## src/rtl/dut_resp_capture.sv

```systemverilog
// Capture stage for the 20-in/10-out combinational dut: drives stimulus, samples the settled
// response into a FWFT FIFO, counts captures. MISR signature enabled by DUT_RESP_CAPTURE_MISR_EN.
module dut_resp_capture #(
  parameter int SETTLE = 1,
  parameter int DEPTH  = 8
) (
  input  logic        clk,
  input  logic        rst,
  input  logic        stim_valid,
  input  logic [19:0] stim_data,
  output logic        stim_ready,
  output logic [19:0] dut_in,
  input  logic [9:0]  dut_out,
  output logic        res_valid,
  output logic [9:0]  res_data,
  input  logic        res_ready,
  input  logic        clr,
  output logic [9:0]  signature,
  output logic [15:0] vec_count,
  output logic        busy
);

  localparam int AW = (DEPTH > 1) ? $clog2(DEPTH) : 1;
  localparam int CW = AW + 1;

  // Handshakes: a transfer happens on a rising edge where valid & ready are both high;
  // valid never depends on ready, and ready may depend on internal state only.
  typedef enum logic {ST_IDLE, ST_SETTLE} state_t;

  state_t          state_q, state_d;
  logic [3:0]      settle_cnt_q, settle_cnt_d;
  logic [19:0]     dut_in_q, dut_in_d;
  logic            ready_en_q;
  logic [AW-1:0]   wr_ptr_q, wr_ptr_d;
  logic [AW-1:0]   rd_ptr_q, rd_ptr_d;
  logic [CW-1:0]   count_q, count_d;
  logic [15:0]     vec_count_q, vec_count_d;
  logic [9:0]      mem_q [DEPTH];
  logic            push;
  logic            pop;

  always_comb begin
    state_d      = state_q;
    settle_cnt_d = settle_cnt_q;
    dut_in_d     = dut_in_q;
    push         = 1'b0;
    stim_ready   = 1'b0;
    case (state_q)
      ST_IDLE: begin
        // A free slot is reserved here, so the capture can never meet a full FIFO.
        stim_ready = ready_en_q && (count_q < CW'(DEPTH));
        if (stim_valid && stim_ready) begin
          dut_in_d     = stim_data;
          settle_cnt_d = 4'(SETTLE);
          state_d      = ST_SETTLE;
        end
      end
      ST_SETTLE: begin
        if (settle_cnt_q == 4'd1) begin
          push         = 1'b1;
          settle_cnt_d = 4'd0;
          state_d      = ST_IDLE;
        end else begin
          settle_cnt_d = settle_cnt_q - 4'd1;
        end
      end
      default: state_d = ST_IDLE;
    endcase
  end

  always_comb begin
    pop      = (count_q != '0) && res_ready;
    wr_ptr_d = push ? wr_ptr_q + AW'(1) : wr_ptr_q;
    rd_ptr_d = pop  ? rd_ptr_q + AW'(1) : rd_ptr_q;
    count_d  = count_q;
    case ({push, pop})
      2'b10:   count_d = count_q + CW'(1);
      2'b01:   count_d = count_q - CW'(1);
      default: count_d = count_q;
    endcase
    vec_count_d = vec_count_q;
    if (clr)       vec_count_d = 16'h0000;
    else if (push) vec_count_d = vec_count_q + 16'h0001;
  end

  always_ff @(posedge clk or posedge rst) begin
    if (rst) begin
      state_q      <= ST_IDLE;
      settle_cnt_q <= 4'd0;
      dut_in_q     <= 20'h00000;
      ready_en_q   <= 1'b0;
      wr_ptr_q     <= '0;
      rd_ptr_q     <= '0;
      count_q      <= '0;
      vec_count_q  <= 16'h0000;
    end else begin
      state_q      <= state_d;
      settle_cnt_q <= settle_cnt_d;
      dut_in_q     <= dut_in_d;
      ready_en_q   <= 1'b1;
      wr_ptr_q     <= wr_ptr_d;
      rd_ptr_q     <= rd_ptr_d;
      count_q      <= count_d;
      vec_count_q  <= vec_count_d;
    end
  end

  // Storage needs no reset: the head is masked while the FIFO is empty.
  always_ff @(posedge clk) begin
    if (push) mem_q[wr_ptr_q] <= dut_out;
  end

`ifdef DUT_RESP_CAPTURE_MISR_EN
  logic [9:0] sig_q, sig_d;

  // x^10 + x^3 + 1: the shifted-out bit feeds back into taps 3 and 0.
  always_comb begin
    sig_d = sig_q;
    if (clr)       sig_d = 10'h000;
    else if (push) sig_d = ({sig_q[8:0], 1'b0} ^ (sig_q[9] ? 10'h009 : 10'h000)) ^ dut_out;
  end

  always_ff @(posedge clk or posedge rst) begin
    if (rst) sig_q <= 10'h000;
    else     sig_q <= sig_d;
  end

  assign signature = sig_q;
`else
  assign signature = 10'h000;
`endif

  assign dut_in    = dut_in_q;
  assign res_valid = (count_q != '0);
  assign res_data  = res_valid ? mem_q[rd_ptr_q] : 10'h000;
  assign vec_count = vec_count_q;
  assign busy      = (state_q != ST_IDLE);

endmodule

```

## config.mk

```make
export PLATFORM = sky130hd
export DESIGN_NAME = dut_resp_capture
export DESIGN_NICKNAME = d
export VERILOG_FILES = /design/src/rtl/dut_resp_capture.sv
export SDC_FILE = /design/constraint.sdc
export NUM_CORES = 1
export LEC_CHECK = 0
export BUFFER_PORTS_ARGS = -buffer_cell sky130_fd_sc_hd__buf_2
export CAP_MARGIN = 20
export CORE_ASPECT_RATIO = 1.4
export CORE_MARGIN = 2
export CORE_UTILIZATION = 56
export DETAILED_ROUTE_END_ITERATION = 8
export PLACE_DENSITY_LB_ADDON = 0.2
export SYNTH_ARGS = -nofsm -noshare
export SYNTH_HDL_FRONTEND = slang
export SYNTH_SLANG_ARGS = --single-unit
```

## constraint.sdc

```tcl
create_clock -name clk -period 3.4 [get_ports clk]
set_clock_uncertainty 0.1 [all_clocks]
set_input_delay 0.17 -clock clk [delete_from_list [all_inputs] [get_ports clk]]
set_output_delay 0.17 -clock clk [all_outputs]
set_load 0.02 [all_outputs]
```

# After elaboration in Yosys (flattened, before gate mapping)
# Memories as Yosys holds them, arrays and structs flattened.
# Cells that the tools add are included.
# word_totals
in_bits,35
register_bits,52
word_cells,43
mem_bits_rw,80
memories,1
out_inout_bits,59
# memory_table
name,depth,width,read_ports,rd_clocked_by_memory_dff,write_ports,line,rtl
mem_q,8,10,1,0,1,38,logic [9:0] mem_q [DEPTH];
# classes
eq_ne,4
magnitude_cmp,1
bitwise_logic,1
reduce_logical,7
mux,15
add_sub_neg,6
# ops
op,n
$mux 16,2
$add 16x1->16 const B,1
$pmux 4 s2,2
$mux 10,1
$mux 4,2
$sub 4x1->4 const B,2
$mux 1,7
$add 3x1->3 const B,2
$add 4x1->4 const B,1
$eq 4x1->1 const B,1
$lt 4x4->1 const B,1
$reduce_bool 2->1,2
$reduce_bool 4->1,1
$logic_and 1x1->1,3
$eq 2x1->1 const B,1
$eq 2x2->1 const B,1
$ne 2x2->1 const B,1
$pmux 1 s2,1
$reduce_and 2->1,1
$not 1->1,1

# Depth between registers and ports, before layout
# Gate-level depths: netlist (run 1).
# depth
word_depth,5
ltp_mapped,12
mapped_depth_nobuf,11

# Worst setup path after synthesis (run 1)
# Ideal clock, no wire load.
# synth_path
path_kind,flip-flop to flip-flop
from,register count_q[1]
to,register count_q[2]
stages_incl_launch_ff,12
path_buffers,1
period_less_slack_ns,2.499
t_arrival_ns,2.274
setup_time_ns,0.125
required_ns,3.175
slack_ns,0.901
path_cell_list,dfrtp_1 nor4_1 inv_1 and2_1 clkbuf_1 ha_1 xor2_1 ha_1 a21oi_1 xor2_1 nor2_1 xor2_1
# synth_via
elab_chain_cells,4
elab_cells_between_ends,8
classes_between,add/sub (2); eq/ne (2); mux (1); reduce/logical (3)
# synth_lines
item,line,rtl
from (decl),36,"logic [CW-1:0] count_q, count_d;"
from (signal assigned),103,count_q <= count_d;
$reduce_bool 4->1 (*),n/a,
named net res_valid,14,"output logic res_valid,"
$logic_and 1x1->1 (*),72,pop = (count_q != '0) && res_ready;
named net pop,40,logic pop;
$eq 2x1->1 or $eq 2x2->1 (tied branches),76,"case ({push, pop})"
$pmux 4 s2 or $reduce_bool 2->1 (tied branches),n/a,
# The timed path passes the listed nets; every way through them passes the cells marked *.
# A chain may end at the register's enable or synchronous reset.

# Worst setup path in the final report (run 1)
# layout_path
from,register count_q[1]
to,register count_q[2]
# layout_via
elab_chain_cells,4
elab_cells_between_ends,8
classes_between,add/sub (2); eq/ne (2); mux (1); reduce/logical (3)
# layout_lines
item
branches (longest 4 deep; another with $sub 4x1->4)
# Parallel ways; which one is timed is not known.

==> impl.org, run 1 <==
** Run status
- Run status :: finished clean

** Routing
- For this run, design rule violations remaining after detail routing come to 0.
- For this run, the detailed router's first-pass iteration total came to 4.
- Routed len/inst :: 17.4 µm
- Using the TritonRoute via totals, the vias-per-cell ratio works out to 5.32.
- Violation count after the first detailed-route iteration :: 145
- The routed layout has 3359 vias.
- Wire length reported by the detailed router :: 11.0 mm
- Post-route ant nets :: 0

** Synth
- Portion of the post-synthesis area used by sequential elements :: 67.2%
- In the synthesized netlist the async set-or-reset flop fraction comes to 39.4%.
- Top cell type's share of synthesized area :: 43.6%
- Post-Syn Area :: 5510 µm²
- In the synthesized netlist the dominant register cell turns out to be sky130_fd_sc_hd__edfxtp_1.
- List of most frequent post-synthesis cells :: 80 x sky130_fd_sc_hd__edfxtp_1, 52 x sky130_fd_sc_hd__dfrtp_1, 31 x sky130_fd_sc_hd__nor2_1
- Post-Syn Area per Cell :: 15.5 µm²
- Fraction of the mapped netlist area in adder cells :: 1.82%
- Cell count after synthesis :: 356
- Main area contributors after synthesis :: sky130_fd_sc_hd__edfxtp_1 44%, sky130_fd_sc_hd__dfrtp_1 24%, sky130_fd_sc_hd__mux4_2 8.2%
- Of the post-synthesis cell area, the part taken by muxes is 15.1%.
- Synthesis instantiated 37 different standard cells from the library.
- Warnings, synthesis :: 0
- Summing the areas of all compound-gate instances in the mapped netlist gives 2.22% of the synthesized area.
- Top cell type by total area after synthesis :: sky130_fd_sc_hd__edfxtp_1
- The synthesized netlist devotes 8.03% of its cell area to simple gates.
- Number of flops mapped to enable cells by yosys :: 80
- The synthesized design contains 132 register bits.
- Largest family of logic cells by synthesized area :: multiplexers
- Synthesized-area fraction occupied by xor and xnor cells :: 2.54%
- Most common cell in the synthesized netlist :: sky130_fd_sc_hd__edfxtp_1

** Timing
- Maximum achievable frequency :: 384 MHz
- Part of the cycle the worst path needs :: 76.7%
- Setup total negative slack on the finished layout was measured at 0 ns.
- For the pin with the worst max-slew slack, the measured transition is 0.845 ns.
- Tightest slew margin relative to the limit :: 43.7%
- Final slew viol count :: 0
- Post-layout min period :: 2.61 ns
- Final Hold Violating Endpoints :: 0
- Total of endpoints with negative setup slack in the final report :: 0
- RSZ-0062 raised after global routing :: false

** Setup path
- In this run the number of cells on the critical path is 11.
- Worst-path fanout max :: 11
- STA classifies the critical path startpoint as a register.
- Crit-path leading delay family :: simple AND/OR/NAND/NOR gates
- The signal on the critical path passes through nor4_2 -> buf_4 -> inv_1 -> and2_1 -> ha_1 -> xor2_1 -> ha_1 -> a21oi_1 -> xor2_1 -> nor2_1 -> xor2_1.
- In this run the critical register-to-register path is captured at count_q[2].
- The startpoint identified for the worst register-to-register timing path is count_q[1].
- The number of buffers and inverters on the critical path is 2.
- Setup crit end kind :: register
- Slowest cell on the critical path :: sky130_fd_sc_hd__dfrtp_1
- At the worst endpoint, the arrival time is 2.80 ns.
- Setup slack on the worst reg-to-reg path comes out at 0.79 ns.
- Max stage delay on crit path :: 0.44 ns
- The most numerous cell type found on the critical path is sky130_fd_sc_hd__xor2_1.
- Depth of the worst register-to-register path :: 11
- The critical path is of the reg -> reg type.
- Data required time of the critical path :: 3.59 ns

** Pwr
- Overall Power :: 5840 µW
- Power density over the cells :: 833 nW/µm²
- Leakage power :: 0.00284 µW
- VDD sags by at most 611 µV.

** Floorplan
- The core region is 9510 µm².
- Height of the die :: 121 µm
- IO Pins :: 94
- In this run the core area contains 42 standard-cell rows.
- The floorplan step set the die width to 87.9 µm.
- The die covers 10700 µm².
- The initial utilization of the core area, before any placement, comes to 58.0%.

** Final layout
- Area growth syn-to-layout :: 27.1%
- The finished layout holds 631 standard cells, fillers aside.
- Share of post-route cells with drive strength above 1 :: 34.3%
- Count of antenna diodes in the layout :: 0
- Fill cells :: 622
- Final net count :: 529

** Clock tree
- The clock passes through at most 2 buffers.
- Once the clock tree was built, the resizer swapped 0 gates to a different size.
- CTS root buffer :: sky130_fd_sc_hd__clkbuf_16
- For the worst-skew pair, the clock arrives at the later sink with an insertion delay of 0.41 ns.
- After clock tree synthesis, the clock-pin slew on the worst setup and hold paths is 0.05 ns.
- CTS saw 132 sinks.
- TritonCTS created 17 clock buffers.
- The H-tree was split into 4 levels.
- TritonCTS built the clock tree.

** Flow run
- The tool flagged a number of max-cap violations equal to 0.

** Placement
- Count of input and output buffers :: 83
- Placed cell count :: 567
- Detail Placement HPWL :: 6.69 mm
- The congestion estimate from routability-driven global placement came to 0.730.

** GRT
- Pin count of the biggest net entering global routing :: 53
- The first global-routing pass estimated 17.4 mm of wire.
- The initial antenna violation count came to 0.
- Global routing finished with a remaining overflow of 0.
- Number of global-route vias before repair :: 3584
- Global routing usage summed across all routing layers :: 22.5%

** Hold path
- Along the worst hold path, the cell count comes to 3.
- The min-delay analysis places its worst path in the category in -> reg.
- Beginning of the worst hold path :: stim_valid
- End point of the most critical hold path :: busy
## timing repair
action	in CTS	in global routing
hold endpoints to repair	152	0
hold buffers	31	0
setup buffers	0	0
## where the power goes
part / switching (µW) / leakage (µW) / internal, µW / total, µW
registers: 280 / 0.00138 / 1990 / 2270
logic: 939 / 0.00119 / 840 / 1780
clock network: 639 / 0.000280 / 1140 / 1780
## metal layers
metal | GRT usage, % | vias up | wire length [µm]
met3 | 6.80 | 26 | 510
li1 | - | 1555 | -
met1 | 26.8 | 1684 | 4360
met2 | 37.7 | 94 | 5860
met5 | 0 | - | 0
met4 | 9.04 | 0 | 251
## worst max path at each step
| stage | start | to | slack, ns |
|---|---|---|---|
| after global routing | count_q[1] | count_q[2] | 0.56 |
| after CTS | rd_ptr_q[0] | res_data[5] | 0.76 |
| after floorplan | count_q[1] | count_q[2] | 0.90 |
| after detailed placement | count_q[1] | count_q[2] | 0.82 |
| after global placement | count_q[0] | count_q[2] | 0.89 |
| final | count_q[1] | count_q[2] | 0.79 |
## tightest hold or removal path, cell delays in order
cell and delay [ns]:
sky130_fd_sc_hd__buf_2 0.08, sky130_fd_sc_hd__a31oi_1 0.15, sky130_fd_sc_hd__nor2_1 0.11
## per-stage QoR
stage / setup WS, ns / area [µm²] / utilization, % / hold slack [ns]
after floorplan: 0.901 / 5550 / - / 0.169
after global placement: 0.892 / 6100 / 64.2 / 0.301
after detailed placement: 0.820 / 6100 / 64.2 / 0.307
after CTS: 0.759 / 6990 / 73.5 / 0.0284
after global routing: 0.557 / 7010 / 73.7 / 0.0552
final: 0.793 / 7010 / 73.7 / 0.0465
## sequential cells by signal, indices dropped and copies added (netlist names)
signal        cells
busy              1
count_q           4
dut_in           20
mem_q            80
rd_ptr_q          3
ready_en_q        1
settle_cnt_q      4
vec_count        16
wr_ptr_q          3
## cells by family after synthesis
group | count (synthesis)
flops | 132
simple gates | 88
mux | 55
buf+inv | 33
compound gates | 22
xor+xnor | 16
fa+ha+maj | 8
other cells | 2
## cell usage in the layout (no fill, tap or decap), types with 3 or more instances in the layout
master	count
sky130_fd_sc_hd__o21ai_0	9
sky130_fd_sc_hd__a21oi_1	8
sky130_fd_sc_hd__buf_2	83
sky130_fd_sc_hd__edfxtp_1	80
sky130_fd_sc_hd__ha_1	8
sky130_fd_sc_hd__and2_1	4
sky130_fd_sc_hd__nor3_1	5
sky130_fd_sc_hd__mux4_2	20
sky130_fd_sc_hd__or3_1	5
sky130_fd_sc_hd__nand2_1	16
sky130_fd_sc_hd__xor2_1	7
sky130_fd_sc_hd__mux2_2	25
sky130_fd_sc_hd__inv_1	7
sky130_fd_sc_hd__clkinv_2	4
sky130_fd_sc_hd__buf_4	11
sky130_fd_sc_hd__bufinv_16	3
sky130_fd_sc_hd__dlygate4sd3_1	31
sky130_fd_sc_hd__nor2_1	31
sky130_fd_sc_hd__mux2i_1	10
sky130_fd_sc_hd__xnor2_1	9
sky130_fd_sc_hd__clkbuf_16	17
sky130_fd_sc_hd__conb_1	11
sky130_fd_sc_hd__dfrtp_1	52
sky130_fd_sc_hd__nand4_1	5
sky130_fd_sc_hd__nor2b_1	4
sky130_fd_sc_hd__nand2b_1	6
sky130_fd_sc_hd__clkbuf_1	4
sky130_fd_sc_hd__nand3_1	4
## layout make-up
class | instances | area, µm² | area share (%)
Sequential cell | 132 | 3700 | 52.9
Multi-Input combinational cell | 200 | 1690 | 24.1
Timing Repair Buffer | 127 | 848 | 12.1
Clock buffer | 21 | 440 | 6.29
Tap cell | 132 | 165 | 2.36
Clock inverter | 11 | 134 | 1.91
Inverter | 8 | 30.0 | 0.429
No activity file was read; power rests on OpenSTA's default activity.
==> run 2, diff against run 1 <==
clock period = 2.45 ns   (was 3.4 ns; I/O delays follow)
==> impl.org, run 2 (synthesis results as in run 1) <==
** Timing
- Setup repair after global routing could not meet its margin everywhere.
- Maximum achievable frequency :: 424 MHz (+11%)
- The number of setup violations in the final report came to 0 (unchanged).
- The clock period minus final worst setup slack was 2.36 ns (-0.248 ns).
- Transition time at the pin with the least slew margin :: 0.709 ns (-0.136 ns)
- Part of the cycle the worst path needs :: 96.3% (+20 points)
- The total negative slack for setup checks is 0 ns (unchanged).
- Tightest slew margin relative to the limit :: 52.8% (+9.1 points)
- The minimum hold slack came to 0.00655 ns (-0.0399 ns).
- Final slew viol count :: 0 (unchanged)
- The final-report hold violation count is 0 (unchanged).

** Floorplan
- Height of the die :: 121 µm (unchanged)
- Die area :: 10700 µm² (unchanged)
- Die Width :: 87.9 µm (unchanged)
- The placeable core region is 9510 µm² (unchanged).
- Initial Util :: 58.0% (unchanged)
- IO Pins :: 94 (unchanged)
- The standard-cell row count came to 42 (unchanged).

** GRT
- The global-route wire length before repair was 17.5 mm (+0.59%).
- The largest net degree at the start of global routing is 27 (-49%).
- Initial antenna violation count :: 0 (unchanged)
- The final global-route overflow total was 0 (unchanged).
- The combined global-route utilization of all metal layers is 22.5% (about the same).
- Number of global-route vias before repair :: 3510 (-2.1%)

** Clock tree
- The cell sitting at the root of the clock tree is a sky130_fd_sc_hd__clkbuf_16.
- TritonCTS built the clock tree.
- CTS H-Tree Depth :: 4 (unchanged)
- The count of clock tree sinks is 132 (unchanged).
- The deepest clock path buffer count came to 2 (unchanged).
- Clk Latency, worst-skew pair :: 0.41 ns (about the same)
- Clock-pin slew on the worst setup and hold paths :: 0.05 ns (about the same)
- Number of setup buffers added after CTS :: 0 (unchanged)
- Total CTS buffers :: 17 (unchanged)

** Routing
- Remaining DRCs :: 0 (unchanged)
- The number of detailed-routing iterations run before antenna repair is 4 (unchanged).
- Met3 layer wire length in the routed design :: 539 µm (+5.7%)
- The overall via count from detail_route came to 3374 (+0.45%).
- The detailed-route vias per instance came to 5.28 (-0.81%).
- The count of antenna-violating nets left after detailed routing is 0 (unchanged).
- The detailed-routing wirelength on met1 was 4.32 mm (-0.78%).
- The violation count after the first detailed-routing iteration came to 189 (+30%).
- The amount of wire on met2 after detailed routing came to 5.92 mm (+0.94%).
- Highest routing layer actually used :: met4
- The overall routed net length is 10.9 mm (-0.49%).
- The wire length per cell is 17.1 µm (-1.7%).

** Setup path
- Crit path DAT :: 2.54 ns (-0.26 ns)
- The depth of the worst register-to-register path is 10 (-1).
- Setup crit end kind :: register
- The most numerous cell type found on the critical path is sky130_fd_sc_hd__xor2_1.
- Worst-path fanout max :: 5 (-6)
- Path type of the worst setup path :: reg -> reg
- Traced cell by cell, the critical path runs through nor4_4 -> inv_1 -> and2_2 -> ha_2 -> xor2_1 -> ha_1 -> a21oi_2 -> xor2_1 -> nor2_1 -> xor2_1.
- Data required time of the critical path :: 2.63 ns (-0.96 ns)
- The slowest stage of the critical path belongs to the cell sky130_fd_sc_hd__dfrtp_1.
- STA classifies the critical path startpoint as a register.
- Max stage delay on crit path :: 0.41 ns (-0.03 ns)

** Hold path
- The number of cells on the worst hold path came to 3 (unchanged).
- The worst hold path belongs to the class in -> reg.

** Run status
- The run finished with clean final reports.

** Placement
- The instance area at placement was 6180 µm² (+1.3%).
- Detail Placement HPWL :: 6.90 mm (+3.1%)
- The final RePlAce weighted congestion came to 0.760 (+4.2%).
- The number of input and output port buffers inserted came to 83 (unchanged).

** Final layout
- The total inserted antenna cells came to 0 (unchanged).
- Final net count :: 538 (+1.7%)
- Area growth syn-to-layout :: 28.7%
- Leading cell type in the layout, fill and taps excluded :: sky130_fd_sc_hd__buf_2
- The total non-filler cell area in the finished layout came to 7100 µm² (+1.3%).
- Highest-count cells in the layout ignoring fill and taps :: 83 x sky130_fd_sc_hd__buf_2, 80 x sky130_fd_sc_hd__edfxtp_1, 52 x sky130_fd_sc_hd__dfrtp_1
- The number of flip-flops in the largest register was 80 (unchanged).
- Final Core Density :: 74.6% (+0.93 points)
- Share of post-route cells with drive strength above 1 :: 36.3% (+2.0 points)
- Fill cells :: 592 (-4.8%)
- Most flop-heavy register :: mem_q

** Pwr
- Portion of total power attributed to combinational logic :: 32.5% (+2.0 points)
- Leakage power :: 0.00290 µW (+2.0%)
- The net switching power figure came to 2610 µW (+40%).
- The proportion of power drawn by flip-flops and latches is 37.8% (-1.2 points).
- The power per unit of standard cell area was 1150 nW/µm² (+38%).
- The overall power of the completed layout came to 8180 µW (+40%).
- The switching share of power came to 31.9% (about the same).
- Peak ir drop on the vdd network :: 706 µV (+16%)
- Clock network power share :: 29.7% (-0.8 points)
- The internal power contribution is 5580 µW (+40%).

** Flow run
- Max capacitance violation total :: 0 (unchanged)
## run 2: critical path: cells and delay by family (launching register included)
family / cells / cell delay [ns]
buffers and inverters: 1 / 0.08
AO/OA/AOI/OAI: 1 / 0.13
XOR/XNOR: 3 / 0.49
AND/OR/NAND/NOR: 3 / 0.62
adder cells (fa/ha/maj): 2 / 0.42
flip-flops: 1 / 0.41
## run 2: layer usage
layer,vias up,global-route usage (%)
li1,1574,-
met1,1692,26.6
met2,95,38.4
met3,13,6.94
met4,0,7.69
met5,-,0
## run 2: repair_timing
item / CTS / global route
gates resized for setup: 0 / 5
setup endpoints to repair: 0 / 7
endpoints found under the hold margin: 125 / 0
hold buffers: 32 / 0
## run 2: path summary, 6_finish.rpt
path | startpoint | end | slack, ns
worst max-delay path | count_q[0] | count_q[2] | 0.09
worst min-delay path | res_ready | rd_ptr_q[0] | 0.007
worst max register to register | count_q[0] | count_q[2] | 0.09
worst min register to register | wr_ptr_q[2] | wr_ptr_q[2] | 0.39
max in group asynchronous | rst | count_q[2] | 1.40
min in group asynchronous | rst | vec_count[14] | 0.22
## run 2: stage by stage
stage / setup slack (ns) / instances
after floorplan: 0.000245 / 365
after global placement: 0.163 / 576
after detailed placement: 0.0321 / 576
after CTS: 0.00160 / 639
after global routing: -0.0530 / 639
final: 0.0914 / 639
## run 2: layout make-up
cell class	instances	area (µm²)	share of cell area, %
Clock buffer	18	429	6.05
Sequential cell	132	3700	52.2
Tap cell	132	165	2.33
Clock inverter	13	141	1.99
Inverter	8	30.0	0.423
Timing Repair Buffer	136	906	12.8
Multi-Input combinational cell	200	1720	24.2
## run 2: power groups by stage
stage	Sequential [µW]	Clock, µW	Combinational [µW]
floorplan	3260	0	1620
global placement	3090	0	2540
detailed placement	3120	0	2610
CTS	3080	2480	2660
global route	3150	2580	2910
finish	3090	2430	2660
==> run 3, diff against run 2 <==
CORE_ASPECT_RATIO = 1.75   (was 1.4)
SLEW_MARGIN = 20   (was unset)
==> impl.org, run 3 (synthesis results as in run 1) <==
** Setup path
- RR Startpoint :: count_q[0]
- The signal on the critical path passes through nor4_4 -> inv_1 -> and2_1 -> ha_4 -> xor2_1 -> ha_1 -> a21oi_1 -> xor2_1 -> nor2_1 -> xor2_1.
- The critical path's largest stage delay was 0.41 ns (about the same).
- The signal arrival time at the worst endpoint was 2.50 ns (-0.04 ns).
- Depth of the worst register-to-register path :: 10 (unchanged)
- Setup slack on the worst flop-to-flop path :: 0.14 ns (+0.05 ns)
- Among all stages on the critical path, the largest delay is contributed by sky130_fd_sc_hd__dfrtp_1.
- Worst-path fanout max :: 5 (unchanged)
- The endpoint identified for the worst register-to-register timing path is count_q[2].
- The required time of the critical path was 2.64 ns (about the same).
- The worst setup path is captured at a register.
- Cell mode on critical path :: sky130_fd_sc_hd__xor2_1
- The worst setup path is of the reg -> reg kind.
- Startpoint Class :: register

** Timing
- Maximum achievable frequency :: 433 MHz (+2.2%)
- The final worst-path cycle share came to 94.2% (-2.1 points).
- The clock period minus final worst setup slack came to 2.31 ns (-0.0510 ns).
- The setup slack of the critical path after layout was 0.142 ns (+0.0510 ns).
- The number of setup violations in the final report came to 0 (unchanged).
- Transition time at the pin with the least slew margin :: 0.714 ns (+0.00508 ns)
- The final-report hold violation count came to 0 (unchanged).
- The total count of max-transition violations in the final report came to 0 (unchanged).
- The relative max-transition margin was 52.4% (-0.34 points).

** Routing
- Remaining DRCs :: 0 (unchanged)
- The wire length per cell came to 18.0 µm (+5.0%).
- Detailed-routing iteration count for the pre-antenna-repair pass :: 4 (unchanged)
- The overall routed net length came to 11.3 mm (+3.0%).
- The detailed-route vias per instance came to 5.34 (+1.1%).
- The overall via count from detail_route was 3347 (-0.80%).
- Violation count after the first detailed-route iteration :: 165 (-13%)
- The count of antenna-violating nets left after detailed routing came to 0 (unchanged).

** Hold path
- The number of cells on the worst hold path is 3 (unchanged).
- Beginning of the worst hold path :: stim_valid
- The path with the worst hold slack has its endpoint at busy.
- The min-delay analysis places its worst path in the category in -> reg.

** Clock tree
- Clk Latency, worst-skew pair :: 0.41 ns (about the same)
- The count of clock tree sinks is 132 (unchanged).
- Total CTS buffers :: 17 (unchanged)
- The tree is rooted in a sky130_fd_sc_hd__clkbuf_16.
- TritonCTS built the clock tree.
- The H-tree level count is 4 (unchanged).
- Clock-pin slew on the worst setup and hold paths :: 0.05 ns (about the same)
- The deepest clock path buffer count is 2 (unchanged).

** Floorplan
- Initial Util :: 57.9% (-0.091 points)
- Die Width :: 79.0 µm (-10%)
- IO Pins :: 94 (unchanged)
- Height of the die :: 135 µm (+11%)
- The placeable core region was 9530 µm² (+0.16%).
- The standard-cell row count came to 47 (+12%).
- Die area :: 10700 µm² (+0.19%)

** Final layout
- The area used by sequential logic in the layout came to 3700 µm² (unchanged).
- The total inserted antenna cells is 0 (unchanged).
- Leading cell type in the layout, fill and taps excluded :: sky130_fd_sc_hd__buf_2
- The number of nets in the layout came to 535 (-0.56%).
- Multi-input gate area in the final layout :: 1730 µm² (+0.51%)
- Most flop-heavy register :: mem_q
- Number of non-filler instances in the completed layout :: 627 (-1.9%)
- Share of post-route cells with drive strength above 1 :: 36.4% (+0.14 points)
- The number of flip-flops in the largest register was 80 (unchanged).
- Highest-count cells in the layout ignoring fill and taps :: 83 x sky130_fd_sc_hd__buf_2, 80 x sky130_fd_sc_hd__edfxtp_1, 52 x sky130_fd_sc_hd__dfrtp_1
- Fill cells :: 662 (+12%)
- Area growth syn-to-layout :: 28.4%

** Placement
- The number of input and output port buffers inserted came to 83 (unchanged).
- Placed cell count :: 563 (-2.3%)
- The post-placement setup slack came to 0.0614 ns (+0.0293 ns).
- The final RePlAce weighted congestion was 0.767 (+0.92%).
- Detail Placement HPWL :: 7.16 mm (+3.8%)

** Pwr
- Switching power as a share of total power :: 31.8% (-0.079 points)
- Leakage power :: 0.00289 µW (-0.17%)
- The proportion of power drawn by flip-flops and latches came to 37.5% (-0.3 points).
- The largest voltage drop on the vdd net was 827 µV (+17%).
- The internal power contribution came to 5610 µW (+0.54%).
- The proportion of power drawn by the clock network is 30.7% (+1.0 points).
- The power per unit of standard cell area came to 1160 nW/µm² (+0.63%).
- Portion of total power attributed to combinational logic :: 31.9% (-0.6 points)
- Switching power summed over all nets :: 2610 µW (+0.17%)

** Flow run
- Max capacitance violation total :: 0 (unchanged)

** GRT
- Global routing usage summed across all routing layers :: 23.1% (+0.63 points)
- The global-route wire length before repair was 18.1 mm (+3.4%).
- The largest net degree at the start of global routing came to 53 (+96%).
- The final global-route overflow total was 0 (unchanged).
- The number of global-route vias before repair is 3633 (+3.5%).
- Initial antenna violation count :: 0 (unchanged)

** Run status
- The flow ran to the end, and the final reports show no timing, DRC or antenna violations.
## run 3: worst max path at each step
stage,startpoint,endpoint,cells after the start
2_1_floorplan,count_q[0],count_q[2],11
3_3_place_gp,count_q[0],count_q[2],10
3_5_place_dp,count_q[0],count_q[2],10
4_1_cts,count_q[0],count_q[2],10
5_1_grt,count_q[0],count_q[2],10
6_report,count_q[0],count_q[2],10
## run 3: final cells by class
cell class,instances,area share [%]
multi-input combinational,200,24.4
clock inverter,11,1.89
inverter,8,0.424
timing repair buffer,133,12.3
clock buffer,21,6.50
tap,122,2.16
sequential,132,52.3
## run 3: per-stage QoR
stage / cell area [µm²] / hold slack (ns) / util (%) / TNS, ns / total power, µW
after floorplan: 5560 / 0.121 / - / 0 / 4880
after global placement: 6130 / 0.237 / 64.4 / 0 / 5590
after detailed placement: 6130 / 0.237 / 64.4 / 0 / 5680
after CTS: 7050 / 0.0121 / 74.0 / 0 / 8240
after global routing: 7080 / 0.0902 / 74.3 / -0.0527 / 8660
final: 7080 / 0.0269 / 74.3 / 0 / 8220
## run 3: layer usage
metal / GRT usage (%) / routed length, µm
met1: 25.2 / 4090
met2: 42.3 / 6550
met3: 5.87 / 421
met4: 9.00 / 197
met5: 0 / 0
## run 3: what timing repair did
action / 4_1_cts / 5_1_grt
gates resized for setup: 0 / 6
endpoints found under the setup margin: 0 / 7
endpoints found under the hold margin: 157 / 0
hold buffers: 32 / 0
setup buffers: 0 / 0
## run 3: critical path, delay by kind of cell, from the launching register on
kind                       cells  cell delay (ns)
DFF                            1             0.41
AOI/OAI and AO/OA              1             0.14
xor gates and xnor gates       3             0.44
buffers and inverters          1             0.08
and+or+nand+nor                3             0.63
adders and majority gates      2             0.39
## run 3: power groups by stage
stage          combinational (µW)  sequential (µW)  clock, µW
2_1_floorplan                1620             3260          0
3_3_place_gp                 2510             3070          0
3_5_place_dp                 2580             3100          0
4_1_cts                      2620             3070       2550
5_1_grt                      2870             3140       2650
6_report                     2620             3080       2520
